[src/rtl/booth_pkg.sv]
// Shared types and constants for the radix-2 Booth multiplier sequencer.
package booth_pkg;

  localparam int N_DEF = 8;

  // {q0, q_m1} decode values; 00 and 11 mean shift only
  localparam logic [1:0] BOOTH_ADD = 2'b01;
  localparam logic [1:0] BOOTH_SUB = 2'b10;

  typedef enum logic [3:0] {
    IDLE,
    LOAD_Q,
    LOAD_M,
    EVAL,
    ADD,
    SUB,
    SHIFT,
    OUT_A,
    OUT_Q
  } state_t;

endpackage

[src/rtl/booth_ctrl_iter_counter.sv]
// Iteration counter: clear/enable, flags the final iteration (count == N-1).
module iter_counter #(
  parameter int N     = 8,
  parameter int CNT_W = $clog2(N)
) (
  input  logic clk,
  input  logic rst,
  input  logic clr,
  input  logic en,
  output logic last
);

  logic [CNT_W-1:0] cnt;

  // count shifts; the increment on the final shift wraps back to 0
  always_ff @(posedge clk) begin
    if (rst || clr) cnt <= '0;
    else if (en)    cnt <= cnt + 1'b1;
  end

  // pre-increment value, so the exit test never sees the wrap
  assign last = (cnt == CNT_W'(N - 1));

endmodule

[src/rtl/booth_ctrl.sv]
// Moore sequencer for the Booth multiplier: load, N iterations, output A then Q.
module booth_ctrl
  import booth_pkg::*;
#(
  parameter int N     = N_DEF,
  parameter int CNT_W = $clog2(N)
) (
  input  logic clk,
  input  logic rst,
  input  logic start,
  input  logic q0,
  input  logic q_m1,
  output logic c0,
  output logic c1,
  output logic c2,
  output logic c3,
  output logic c4,
  output logic c5,
  output logic c6,
  output logic busy,
  output logic done
);

  state_t state, state_nxt;
  logic   last;

  iter_counter #(.N(N), .CNT_W(CNT_W)) u_cnt (
    .clk  (clk),
    .rst  (rst),
    .clr  (state == LOAD_Q),
    .en   (state == SHIFT),
    .last (last)
  );

  // state register; reset wins over start
  always_ff @(posedge clk) begin
    if (rst) state <= IDLE;
    else     state <= state_nxt;
  end

  // next-state: EVAL samples q0/q_m1 once the previous shift has settled
  always_comb begin
    state_nxt = state;
    unique case (state)
      IDLE:   if (start) state_nxt = LOAD_Q;
      LOAD_Q: state_nxt = LOAD_M;
      LOAD_M: state_nxt = EVAL;
      EVAL: begin
        case ({q0, q_m1})
          BOOTH_SUB: state_nxt = SUB;
          BOOTH_ADD: state_nxt = ADD;
          default:   state_nxt = SHIFT;
        endcase
      end
      ADD:    state_nxt = SHIFT;
      SUB:    state_nxt = SHIFT;
      SHIFT:  state_nxt = last ? OUT_A : EVAL;
      OUT_A:  state_nxt = OUT_Q;
      OUT_Q:  state_nxt = IDLE;
      default: state_nxt = IDLE;
    endcase
  end

  // output decode from the state register only
  always_comb begin
    c0   = 1'b0;
    c1   = 1'b0;
    c2   = 1'b0;
    c3   = 1'b0;
    c4   = 1'b0;
    c5   = 1'b0;
    c6   = 1'b0;
    done = 1'b0;
    busy = (state != IDLE);
    unique case (state)
      LOAD_Q: c0 = 1'b1;
      LOAD_M: c1 = 1'b1;
      ADD:    c2 = 1'b1;
      SUB:    begin c2 = 1'b1; c3 = 1'b1; end
      SHIFT:  c4 = 1'b1;
      OUT_A:  c5 = 1'b1;
      OUT_Q:  begin c6 = 1'b1; done = 1'b1; end
      default: ;
    endcase
  end

endmodule

[config.mk]
export PLATFORM = sky130hd
export DESIGN_NAME = booth_ctrl
export DESIGN_NICKNAME = d
export VERILOG_FILES = /design/src/rtl/booth_pkg.sv /design/src/rtl/booth_ctrl_iter_counter.sv /design/src/rtl/booth_ctrl.sv
export SDC_FILE = /design/constraint.sdc
export NUM_CORES = 1
export LEC_CHECK = 0
export CAP_MARGIN = 10
export CORE_AREA = 2 2 39 41
export DETAILED_ROUTE_END_ITERATION = 7
export DIE_AREA = 0 0 41 43
export GPL_ROUTABILITY_DRIVEN = 0
export PLACE_DENSITY = 0.61
export REMOVE_ABC_BUFFERS = 1
export SLEW_MARGIN = 20
export SYNTH_ARGS = -nofsm -noshare
export SYNTH_HDL_FRONTEND = slang
export SYNTH_HIERARCHICAL = 1
export SYNTH_SLANG_ARGS = --single-unit
[constraint.sdc]
create_clock -name clk -period 2.95 [get_ports clk]
set_clock_uncertainty 0.15 [all_clocks]
set_input_delay 0.59 -clock clk [delete_from_list [all_inputs] [get_ports clk]]
set_output_delay 0.59 -clock clk [all_outputs]
set_load 0.005 [all_outputs]
[Word level (Yosys, flattened, before mapping)]
Index checks and enable logic that the tools add are counted.
Word-level totals
  logic and storage cells: 30
  register bits after elaboration: 7
  output and inout port bits: 9
  input bits: 5
Cells by class
  add/sub/neg operators: 1
  multiplexer cells: 11
  reductions and logical operators: 4
  equal/unequal tests: 12
Operators with widths (count)
  4-bit one-hot mux with 7 select lines: 1
  4-bit by 3-bit == test with 1-bit output (second input constant): 4
  4-bit by 2-bit == test with 1-bit output (second input constant): 2
  1-bit 2-to-1 mux: 7
  4-bit by 1-bit == test with 1-bit output (second input constant): 1
  4-bit == test (second input constant): 1
  4-bit zero test: 1
  4-bit 2-to-1 mux: 1
  2-bit one-hot mux with 2 select lines: 1
  4-bit nonzero test: 1
  3-bit by 1-bit adder with 3-bit output (second input constant): 1
  3-bit == test (second input constant): 1
  3-bit 2-to-1 mux: 1
  2-bit by 1-bit == test with 1-bit output (second input constant): 1
  2-bit == test (second input constant): 1
  2-bit inequality test (second input constant): 1
  2-bit OR reduction: 1
  1-bit logical OR: 1

[Depth between registers and ports, before layout]
Gate-level depths: netlist (run 1).
  word-level depth: 3
  gate-level depth with buffers: 5
  gate-level depth less buffers: 5

[By module]
Netlist (run 1), hierarchy kept.
Modules (own cells, without submodules)
  booth_ctrl: cells each 36, instances 1, seq. area each 80.1 um^2, area each 281.5 um^2
  iter_counter: cells each 11, instances 1, seq. area each 60.1 um^2, area each 133.9 um^2

[Worst setup path after synthesis (run 1)]
No wires, ideal clock.
  kind: flip-flop to output port
  start: register state[1]
  end: output done
  cell stages (with the launch flop): 4
  setup slack: 1.190 ns
  required time: 2.210 ns
  buffers on the path: 2
  arrival: 1.020 ns
  cell sequence: dfxtp_1 -> buf_2 -> nor4b_1 -> buf_4
On the way
  longest elaborated chain between the ends: 2
RTL lines
  from (decl): line booth_ctrl.sv:24  | state_t state, state_nxt;
  from (signal assigned): line booth_ctrl.sv:38  | else state <= state_nxt;
  4-bit == test
  1-bit 2-to-1 mux
  to (decl): line booth_ctrl.sv:21  | output logic done
No other way between the ends.

[Final worst setup path (run 1)]
  start: register state[0]
  end: output c0
On the way
  longest elaborated chain between the ends: 2
RTL lines
  4-bit by 1-bit == test with 1-bit output: line booth_ctrl.sv:75  | unique case (state)
  1-bit 2-to-1 mux: line booth_ctrl.sv:75
  to (decl): line booth_ctrl.sv:13  | output logic c0,
No other way between the ends.

==> flow_metrics.tcl, run 1 <==
set metrics [dict create \
    run_status "complete, no violations" \
    final-max-slew-violation-count 0 \
    layout.nets 69 \
    num-fill-cells 146 \
    synthesis.instances 47 \
    timing.setup.critical_path_class "reg -> out" \
    seq_area_frac_synth_pct 33.7 \
    holdCritPathClass "reg -> reg" \
    p_clk_share_pct 34.2 \
    routed_wl_um 807 \
    slew_headroom_pct 65.8 \
    hold_viol_final 0 \
    power_switching_uw 65.3 \
    syn-mean-instance-area_um2 8.84 \
    grt_pass1_vias 318 \
    place.port_buffers 13 \
    setup_tns_ps 0 \
    clk_transition_reported_paths_ps 50 \
    cts_made_buffers 3 \
    synth_area_leaders "sky130_fd_sc_hd__dfxtp_1 34%, sky130_fd_sc_hd__ha_1 9.0%, sky130_fd_sc_hd__nor3_1 7.2%" \
    timing.critical_path.required_ps 2210 \
    dp_hpwl_um 630 \
    dominantRegCellSynth "sky130_fd_sc_hd__dfxtp_1" \
    internal_power_uw 185 \
    vdd_drop_max_uv 263 \
    grt_pass1_wl_um 1290 \
    critPathLaunch "state[0]" \
    proportion_of_synthesized_flip_flops_having_asynchronous_set_or_reset_pct 0 \
    dpl_worst_slack_ps 607 \
    antenna_found_initial 0 \
    ctsResizeCount 0 \
    area.sequential_um2 140 \
    pin_count_of_the_biggest_net_entering_global_routing 11 \
    power.sequential.fraction_pct 44.6 \
    endpoint_kind "primary output" \
    detail_route.drc_violations 0 \
    die_height_um 43 \
    critical_path.reg2reg.endpoint "u_cnt/cnt[1]" \
    cts-root-to-sink-buffers 2 \
    fin_hold_ws_ps 380 \
    worst_ep_arrival_time_ps 1930 \
    clockRootBuffer "sky130_fd_sc_hd__clkbuf_4" \
    diodes_inserted 0 \
    reg2reg_from "state[1]" \
    fraction_of_layout_cells_with_a_size_suffix_above_1_pct 11.7 \
    std_cell_rows 14 \
    synth_top_area_share_pct 33.7 \
    mappedNetlistArea_um2 415 \
    p_sw_share_pct 26.1 \
    chip_width_um 41 \
    coreArea_mm2 0.00138 \
    boundaryPins 14 \
    worstPathCellList "nand2b_1 -> nor3_1 -> clkdlybuf4s50_1" \
    synthToLayoutAreaGrowth_pct 36.1 \
    timing.critical_path.fanout_max 10 \
    post-synth-top-area-cell "sky130_fd_sc_hd__dfxtp_1" \
    post_synth_num_cell_types 22 \
    max_freq_mhz 375 \
    postRouteAntennaNets 0 \
    clock_tree.htree_level_count 1 \
    critical_path.max_stage_delay_ps 600 \
    via_count 353 \
    grt_use_total_pct 11.2 \
    fin_ws_ps 283 \
    synth-edff-count 0 \
    power_frac_comb_pct 21.2 \
    tightest_slew_ps 509 \
    synth_seq_cells 7 \
    cts.hold.buffers_added 0 \
    drv.max_cap_violation_count 0 \
    cp-endpoint "c0" \
    worst_setup_path_start_kind "flop" \
    power-per-cell-area_mw_per_mm2 442 \
    detail_route.vias_per_cell 4.64 \
    worst_skew_pair.late_latency_ps 250 \
    starting_density_of_the_core_pct 30.0 \
    multi_input_area_um2 230 \
    setup_repair_after_global_routing_missed_its_margin "false" \
    initialDrtViolationCount 5 \
    setup_viol 0 \
    firstDrtPassIters 4 \
    tritoncts "yes" \
    drt-wirelength-per-cell_um 10.6 \
    worst-r2r-cell-count 5 \
    grt_residual_overflow 0 \
    reg2reg_slack_ps 1410 \
    critPathSlowestCell "sky130_fd_sc_hd__clkdlybuf4s50_1" \
    finalWorstPathRequiredPeriod_ps 2670 \
    final.period_utilization_pct 90.4 \
    post_cts_setup_bufs 0 \
    numClockSinks 7 \
    fp.dieArea_mm2 0.00176 \
    yosys_warnings 6 \
    power_leakage_uw 0.000218 \
]
-- worst max-delay path: cells and delay by family (launching register included) --
kind / cells / cell delay, ps
AND/OR/NAND/NOR: 2 / 580
buffers and inverters: 1 / 600
flip-flops: 1 / 490
-- cell usage after synthesis (all sizes together), types with 2 or more instances --
| cell | number |
|---|---|
| buf | 5 |
| inv | 3 |
| dfxtp | 7 |
| nor2 | 4 |
| nand2b | 4 |
| ha | 3 |
| mux2i | 2 |
| nor3 | 8 |
-- metal layers --
metal	global-route usage, %	wire (um)
met1	14.6	426
met2	14.1	318
met3	4.71	62
met4	8.00	0
met5	0	0
-- power groups by stage --
stage                     Sequential, uW  Clock, uW  Combinational, uW
after floorplan                      110          0               26.5
after global placement               113          0               52.6
after detailed placement             113          0               53.1
after CTS                            111       91.7               53.4
after global routing                 113       96.7               58.0
final                                111       85.5               52.9
-- cells in the final DEF (no fill, tap or decap), types with 2 or more instances in the layout --
cell                               n
sky130_fd_sc_hd__clkbuf_4          3
sky130_fd_sc_hd__clkdlybuf4s50_1  13
sky130_fd_sc_hd__dfxtp_1           7
sky130_fd_sc_hd__ha_1              3
sky130_fd_sc_hd__inv_1             3
sky130_fd_sc_hd__mux2i_1           2
sky130_fd_sc_hd__nand2b_1          4
sky130_fd_sc_hd__nor2_1            4
sky130_fd_sc_hd__nor3_1            6
sky130_fd_sc_hd__nor3_2            2
-- cell type report --
class / instances / area share [%]
clock buffer: 4 / 4.65
inverter: 3 / 1.99
sequential: 7 / 24.8
tap: 16 / 3.54
timing repair buffer: 14 / 24.3
multi-input combinational: 32 / 40.7
-- through the flow --
step	cell area, um2	total power (uW)	instances	util [%]
final	566	250	76	40.9
after floorplan	382	137	42	-
after global routing	566	268	76	40.9
after global placement	539	166	72	39.0
after detailed placement	539	166	72	39.0
after CTS	566	256	76	40.9
-- sequential cells by signal (all words and copies together), names as in the netlist --
signal,cells
u_cnt/cnt,3
state,4
-- cell families after synthesis --
family | Yosys count | synth area share (%)
AOI/OAI and AO/OA | 5 | 9.34
xor gates and xnor gates | 1 | 2.11
adders and majority gates | 3 | 9.04
buffers and inverters | 8 | 10.8
DFF | 7 | 33.7
muxes | 2 | 4.82
and+or+nand+nor | 21 | 30.1
-- worst min path at each step --
stage | slack (ps) | endpoint | cells past startpoint | start
after detailed placement | 370 | u_cnt/cnt[2] | 2 | u_cnt/cnt[2]
final | 380 | u_cnt/cnt[2] | 2 | u_cnt/cnt[2]
after floorplan | 350 | u_cnt/cnt[1] | 2 | u_cnt/cnt[1]
after global routing | 410 | u_cnt/cnt[1] | 2 | u_cnt/cnt[1]
after global placement | 380 | u_cnt/cnt[2] | 2 | u_cnt/cnt[2]
after CTS | 380 | u_cnt/cnt[2] | 2 | u_cnt/cnt[2]
No activity file was read; power rests on OpenSTA's default activity.
==> inputs of run 2 (changes only) <==
--- a/config.mk
+++ b/config.mk
@@ -11,7 +11,7 @@
 export DIE_AREA = 0 0 41 43
 export GPL_ROUTABILITY_DRIVEN = 0
 export PLACE_DENSITY = 0.61
-export REMOVE_ABC_BUFFERS = 1
+export SKIP_LAST_GASP = 1
 export SLEW_MARGIN = 20
 export SYNTH_ARGS = -nofsm -noshare
 export SYNTH_HDL_FRONTEND = slang
==> constraint.sdc (replaced) <==
create_clock -name clk -period 3.2 [get_ports clk]
set_clock_uncertainty 0.15 [all_clocks]
set_input_delay 0.64 -clock clk [delete_from_list [all_inputs] [get_ports clk]]
set_output_delay 0.64 -clock clk [all_outputs]
set_load 0.005 [all_outputs]
==> flow_metrics.tcl, run 2 (same netlist as run 1, synthesis figures left out) <==
set metrics [dict create \
    setup_viol 0 \
    pin_count_of_the_biggest_net_entering_global_routing 11 \
    ctsResizeCount 0 \
    max_flop_register "state" \
    setup_repair_after_global_routing_missed_its_margin "false" \
    numClockSinks 7 \
    initialDrtViolationCount 5 \
    timing.critical_path.max_delay_family "buffers and inverters" \
    syn-num-nets 55 \
    largest_register_ff_count 4 \
    worst_ep_arrival_time_ps 1900 \
    timing.setup.critical_path_class "reg -> out" \
    synthToLayoutAreaGrowth_pct 36.1 \
    worst_setup_path_start_kind "flop" \
    die_height_um 43 \
    critical_path.max_stage_delay_ps 590 \
    cts-root-to-sink-buffers 2 \
    via_count 361 \
    final-max-slew-violation-count 0 \
    critical_path.n_buffers_inverters 1 \
    critPathLaunch "state[0]" \
    fp.dieArea_mm2 0.00176 \
    power-per-cell-area_mw_per_mm2 408 \
    worst-r2r-cell-count 5 \
    coreArea_mm2 0.00138 \
    slew_headroom_pct 68.2 \
    boundaryPins 14 \
    clock_tree.htree_level_count 1 \
    diodes_inserted 0 \
    holdCritPathClass "reg -> reg" \
    max_freq_mhz 372 \
    routed_wl_um 799 \
    detail_route.vias_per_cell 4.75 \
    drt-wirelength-per-cell_um 10.5 \
    critical_path.reg2reg.endpoint "u_cnt/cnt[2]" \
    firstDrtPassIters 4 \
    post_cts_setup_bufs 0 \
    place.port_buffers 13 \
    tightest_slew_ps 473 \
    postRouteAntennaNets 0 \
    setup_tns_ps 0 \
    chip_width_um 41 \
    clk_transition_reported_paths_ps 50 \
    layout_top_registers "state: 4 flops, u_cnt/cnt: 3 flops" \
    layout.cells.most_common "sky130_fd_sc_hd__clkdlybuf4s50_1" \
    hold_viol_final 0 \
    cp-endpoint "c0" \
    worstPathCellList "nand2b_1 -> nor3_1 -> clkdlybuf4s50_1" \
    finalWorstPathRequiredPeriod_ps 2690 \
    endpoint_kind "primary output" \
    antenna_found_initial 0 \
    critical_path_depth 3 \
    tritoncts "yes" \
    drv.max_cap_violation_count 0 \
    layout.nets 69 \
    timing.critical_path.fanout_max 10 \
    grt_pass1_vias 326 \
    fin_ws_ps 514 \
    most-common-layout-cells "13 x sky130_fd_sc_hd__clkdlybuf4s50_1, 7 x sky130_fd_sc_hd__dfxtp_1, 6 x sky130_fd_sc_hd__nor3_1" \
    run_status "complete, no violations" \
    dpl_worst_slack_ps 781 \
    cts.hold.buffers_added 0 \
    vdd_drop_max_uv 247 \
    std_cell_rows 14 \
    dp_hpwl_um 574 \
    detail_route.drc_violations 0 \
    grt_residual_overflow 0 \
    reg2reg_slack_ps 1660 \
    grt_pass1_wl_um 1310 \
    clockRootBuffer "sky130_fd_sc_hd__clkbuf_4" \
    final.period_utilization_pct 83.9 \
    cts_made_buffers 3 \
    timing.critical_path.required_ps 2410 \
    reg2reg_from "state[2]" \
    critPathSlowestCell "sky130_fd_sc_hd__clkdlybuf4s50_1" \
    starting_density_of_the_core_pct 30.0 \
    worst_skew_pair.late_latency_ps 250 \
    power_leakage_uw 0.000218 \
    grt_use_total_pct 11.3 \
    fraction_of_layout_cells_with_a_size_suffix_above_1_pct 11.7 \
]
==> run 2: cell counts in the layout (fill, tap and decap cells not counted) <==
No cell type changed its count.
==> run 2: worst reg2reg max path, cell delays in order, from the launching register on <==
cell	delay, ps
sky130_fd_sc_hd__dfxtp_1	500
sky130_fd_sc_hd__nand2_1	150
sky130_fd_sc_hd__nor3_1	180
sky130_fd_sc_hd__buf_4	170
sky130_fd_sc_hd__mux2i_1	190
sky130_fd_sc_hd__nor3_1	60
==> run 2: per-stage QoR <==
| step | power, uW | util (%) | cell area [um2] | instances | hold slack [ps] |
|---|---|---|---|---|---|
| finish | 231 | 40.9 | 566 | 76 | 388 |
| detailed placement | 153 | 39.0 | 539 | 72 | 392 |
| global placement | 152 | 39.0 | 539 | 72 | 383 |
| global route | 248 | 40.9 | 566 | 76 | 421 |
| floorplan | 132 | - | 415 | 47 | 347 |
| CTS | 236 | 40.9 | 566 | 76 | 400 |
==> run 2: per-layer routing <==
layer	routed length, um	up-vias	global-route usage [%]
li1	-	189	-
met1	381	161	13.0
met2	357	9	15.9
met3	45	2	7.85
met4	14	0	4.00
met5	0	-	0
==> run 2: power breakdown <==
part / leakage (uW) / internal, uW / switching (uW)
clock: 0.0000150 / 47.6 / 32.7
sequential: 0.0000569 / 91.9 / 11.0
combinational: 0.000146 / 30.6 / 17.2
total: 0.000218 / 170 / 60.8
==> run 2: cell type report <==
cell class / count / area, um2
Fill cell: 155 / 818
Multi-Input combinational cell: 32 / 230
Sequential cell: 7 / 140
Timing Repair Buffer: 14 / 138
Clock buffer: 4 / 26.3
Tap cell: 16 / 20.0
Inverter: 3 / 11.3
==> run 2: worst min path at each step <==
stage	start	to	slack, ps	depth (start not counted)
floorplan	u_cnt/cnt[1]	u_cnt/cnt[1]	350	2
global placement	u_cnt/cnt[1]	u_cnt/cnt[1]	380	2
detailed placement	u_cnt/cnt[2]	u_cnt/cnt[2]	390	2
CTS	u_cnt/cnt[2]	u_cnt/cnt[2]	400	2
global route	u_cnt/cnt[1]	u_cnt/cnt[1]	420	2
finish	u_cnt/cnt[1]	u_cnt/cnt[1]	390	2
==> inputs of run 3 (changes only) <==
==> constraint.sdc (replaced) <==
create_clock -name clk -period 2.7 [get_ports clk]
set_clock_uncertainty 0.15 [all_clocks]
set_input_delay 0.54 -clock clk [delete_from_list [all_inputs] [get_ports clk]]
set_output_delay 0.54 -clock clk [all_outputs]
set_load 0.005 [all_outputs]
==> flow_metrics.tcl, run 3 (same netlist as run 1, synthesis figures left out) <==
set metrics [dict create \
    run_status "complete, no violations" \
    hold_viol_final 0 \
    initialDrtViolationCount 4 \
    boundaryPins 14 \
    pin_count_of_the_biggest_net_entering_global_routing 11 \
    clock_tree.htree_level_count 1 \
    worstPathCellList "nand2b_1 -> nor3_1 -> clkdlybuf4s50_1" \
    grt_pass1_vias 325 \
    timing.critical_path.fanout_max 10 \
    ctsResizeCount 0 \
    fraction_of_layout_cells_with_a_size_suffix_above_1_pct 14.8 \
    critical_path.n_buffers_inverters 1 \
    grt_pass1_wl_um 1310 \
    worst_setup_path_start_kind "flop" \
    endpoint_kind "primary output" \
    coreArea_mm2 0.00138 \
    power-per-cell-area_mw_per_mm2 487 \
    worst_ep_arrival_time_ps 1680 \
    grt_use_total_pct 11.7 \
    synthToLayoutAreaGrowth_pct 38.3 \
    timing.setup.critical_path_class "reg -> out" \
    postRouteAntennaNets 0 \
    critical_path.max_stage_delay_ps 540 \
    largest_register_ff_count 4 \
    antenna_found_initial 0 \
    finalWorstPathRequiredPeriod_ps 2370 \
    worst-r2r-cell-count 5 \
    tightest_slew_ps 369 \
    timing.critical_path.max_delay_family "buffers and inverters" \
    num-fill-cells 150 \
    reg2reg_from "state[1]" \
    detail_route.vias_per_cell 4.81 \
    final-max-slew-violation-count 0 \
    hold_depth 2 \
    grt_residual_overflow 0 \
    worst_hold_path.endpoint "u_cnt/cnt[2]" \
    area.sequential_um2 140 \
    layout.nets 70 \
    hp-start "u_cnt/cnt[2]" \
    holdCritPathClass "reg -> reg" \
    cts.hold.buffers_added 0 \
    cts_made_buffers 3 \
    via_count 370 \
    place.port_buffers 13 \
    die_height_um 43 \
    final.period_utilization_pct 87.9 \
    worst_skew_pair.late_latency_ps 250 \
    vdd_drop_max_uv 312 \
    layout.cells.most_common "sky130_fd_sc_hd__clkdlybuf4s50_1" \
    setup_tns_ps 0 \
    reg2reg_slack_ps 1190 \
    post_cts_setup_bufs 0 \
    tritoncts "yes" \
    diodes_inserted 0 \
    fp.dieArea_mm2 0.00176 \
    most-common-layout-cells "13 x sky130_fd_sc_hd__clkdlybuf4s50_1, 7 x sky130_fd_sc_hd__dfxtp_1, 6 x sky130_fd_sc_hd__nor3_1" \
    firstDrtPassIters 4 \
    starting_density_of_the_core_pct 30.0 \
    detail_route.drc_violations 0 \
    max_freq_mhz 421 \
    finish.utilization_pct 41.5 \
    layout_top_registers "state: 4 flops, u_cnt/cnt: 3 flops" \
    critical_path.reg2reg.endpoint "u_cnt/cnt[1]" \
    cts-root-to-sink-buffers 2 \
    std_cell_rows 14 \
    clockRootBuffer "sky130_fd_sc_hd__clkbuf_4" \
    syn-num-nets 55 \
    slew_headroom_pct 75.1 \
    max_flop_register "state" \
    setup_viol 0 \
    critPathSlowestCell "sky130_fd_sc_hd__clkdlybuf4s50_1" \
    power_leakage_uw 0.000226 \
    critPathLaunch "state[0]" \
    drt-wirelength-per-cell_um 10.3 \
    multi_input_area_um2 230 \
    clk_transition_reported_paths_ps 60 \
    numClockSinks 7 \
    routed_wl_um 793 \
    timing.critical_path.required_ps 2010 \
    dp_hpwl_um 603 \
    drv.max_cap_violation_count 0 \
    chip_width_um 41 \
    setup_repair_after_global_routing_missed_its_margin "false" \
]
## run 3: cell count changes in the layout (fill, tap and decap cells not counted), sizes merged
cell    delta
clkbuf     -1
clkinv     +1
buf        +1
## run 3: worst register-to-register path, stage by stage, from the launching register on
cell	delay, ps
sky130_fd_sc_hd__dfxtp_1	480
sky130_fd_sc_hd__nand2_1	130
sky130_fd_sc_hd__nor3_1	210
sky130_fd_sc_hd__buf_4	180
sky130_fd_sc_hd__mux2i_1	170
sky130_fd_sc_hd__nor3_1	60
## run 3: metrics by stage
stage | total power (uW) | worst slack [ps] | hold slack [ps] | std cells | instance area (um2)
global route | 300 | 200 | 437 | 77 | 574
finish | 280 | 326 | 382 | 77 | 574
global placement | 184 | 539 | 362 | 73 | 547
CTS | 286 | 309 | 386 | 77 | 574
detailed placement | 184 | 606 | 370 | 73 | 547
floorplan | 156 | 990 | 347 | 47 | 415
## run 3: area by class of cell
| cell class | count | share of cell area (%) |
|---|---|---|
| clock buffer | 3 | 3.92 |
| sequential | 7 | 24.4 |
| tap | 16 | 3.49 |
| inverter | 3 | 1.96 |
| clock inverter | 1 | 0.871 |
| multi-input combinational | 32 | 40.1 |
| timing repair buffer | 15 | 25.3 |
## run 3: power breakdown
part | leakage, uW | internal [uW] | total, uW | switching (uW)
sequential | 0.0000569 | 109 | 121 | 12.5
combinational | 0.000151 | 38.9 | 60.1 | 21.2
clock | 0.0000177 | 54.4 | 98.2 | 43.9
## run 3: worst max path at each step
stage	cells after the start	slack (ps)	end
detailed placement	3	610	c0
finish	3	330	c0
global placement	3	540	c0
floorplan	3	990	done
global route	2	200	c6
CTS	3	310	c0
## run 3: per-layer routing
layer	wire length, um	share of wire [%]	track usage, %
met1	350	44	12.6
met2	382	48	16.6
met3	60	7.6	9.42
met4	0	0	4.00
met5	0	0	0
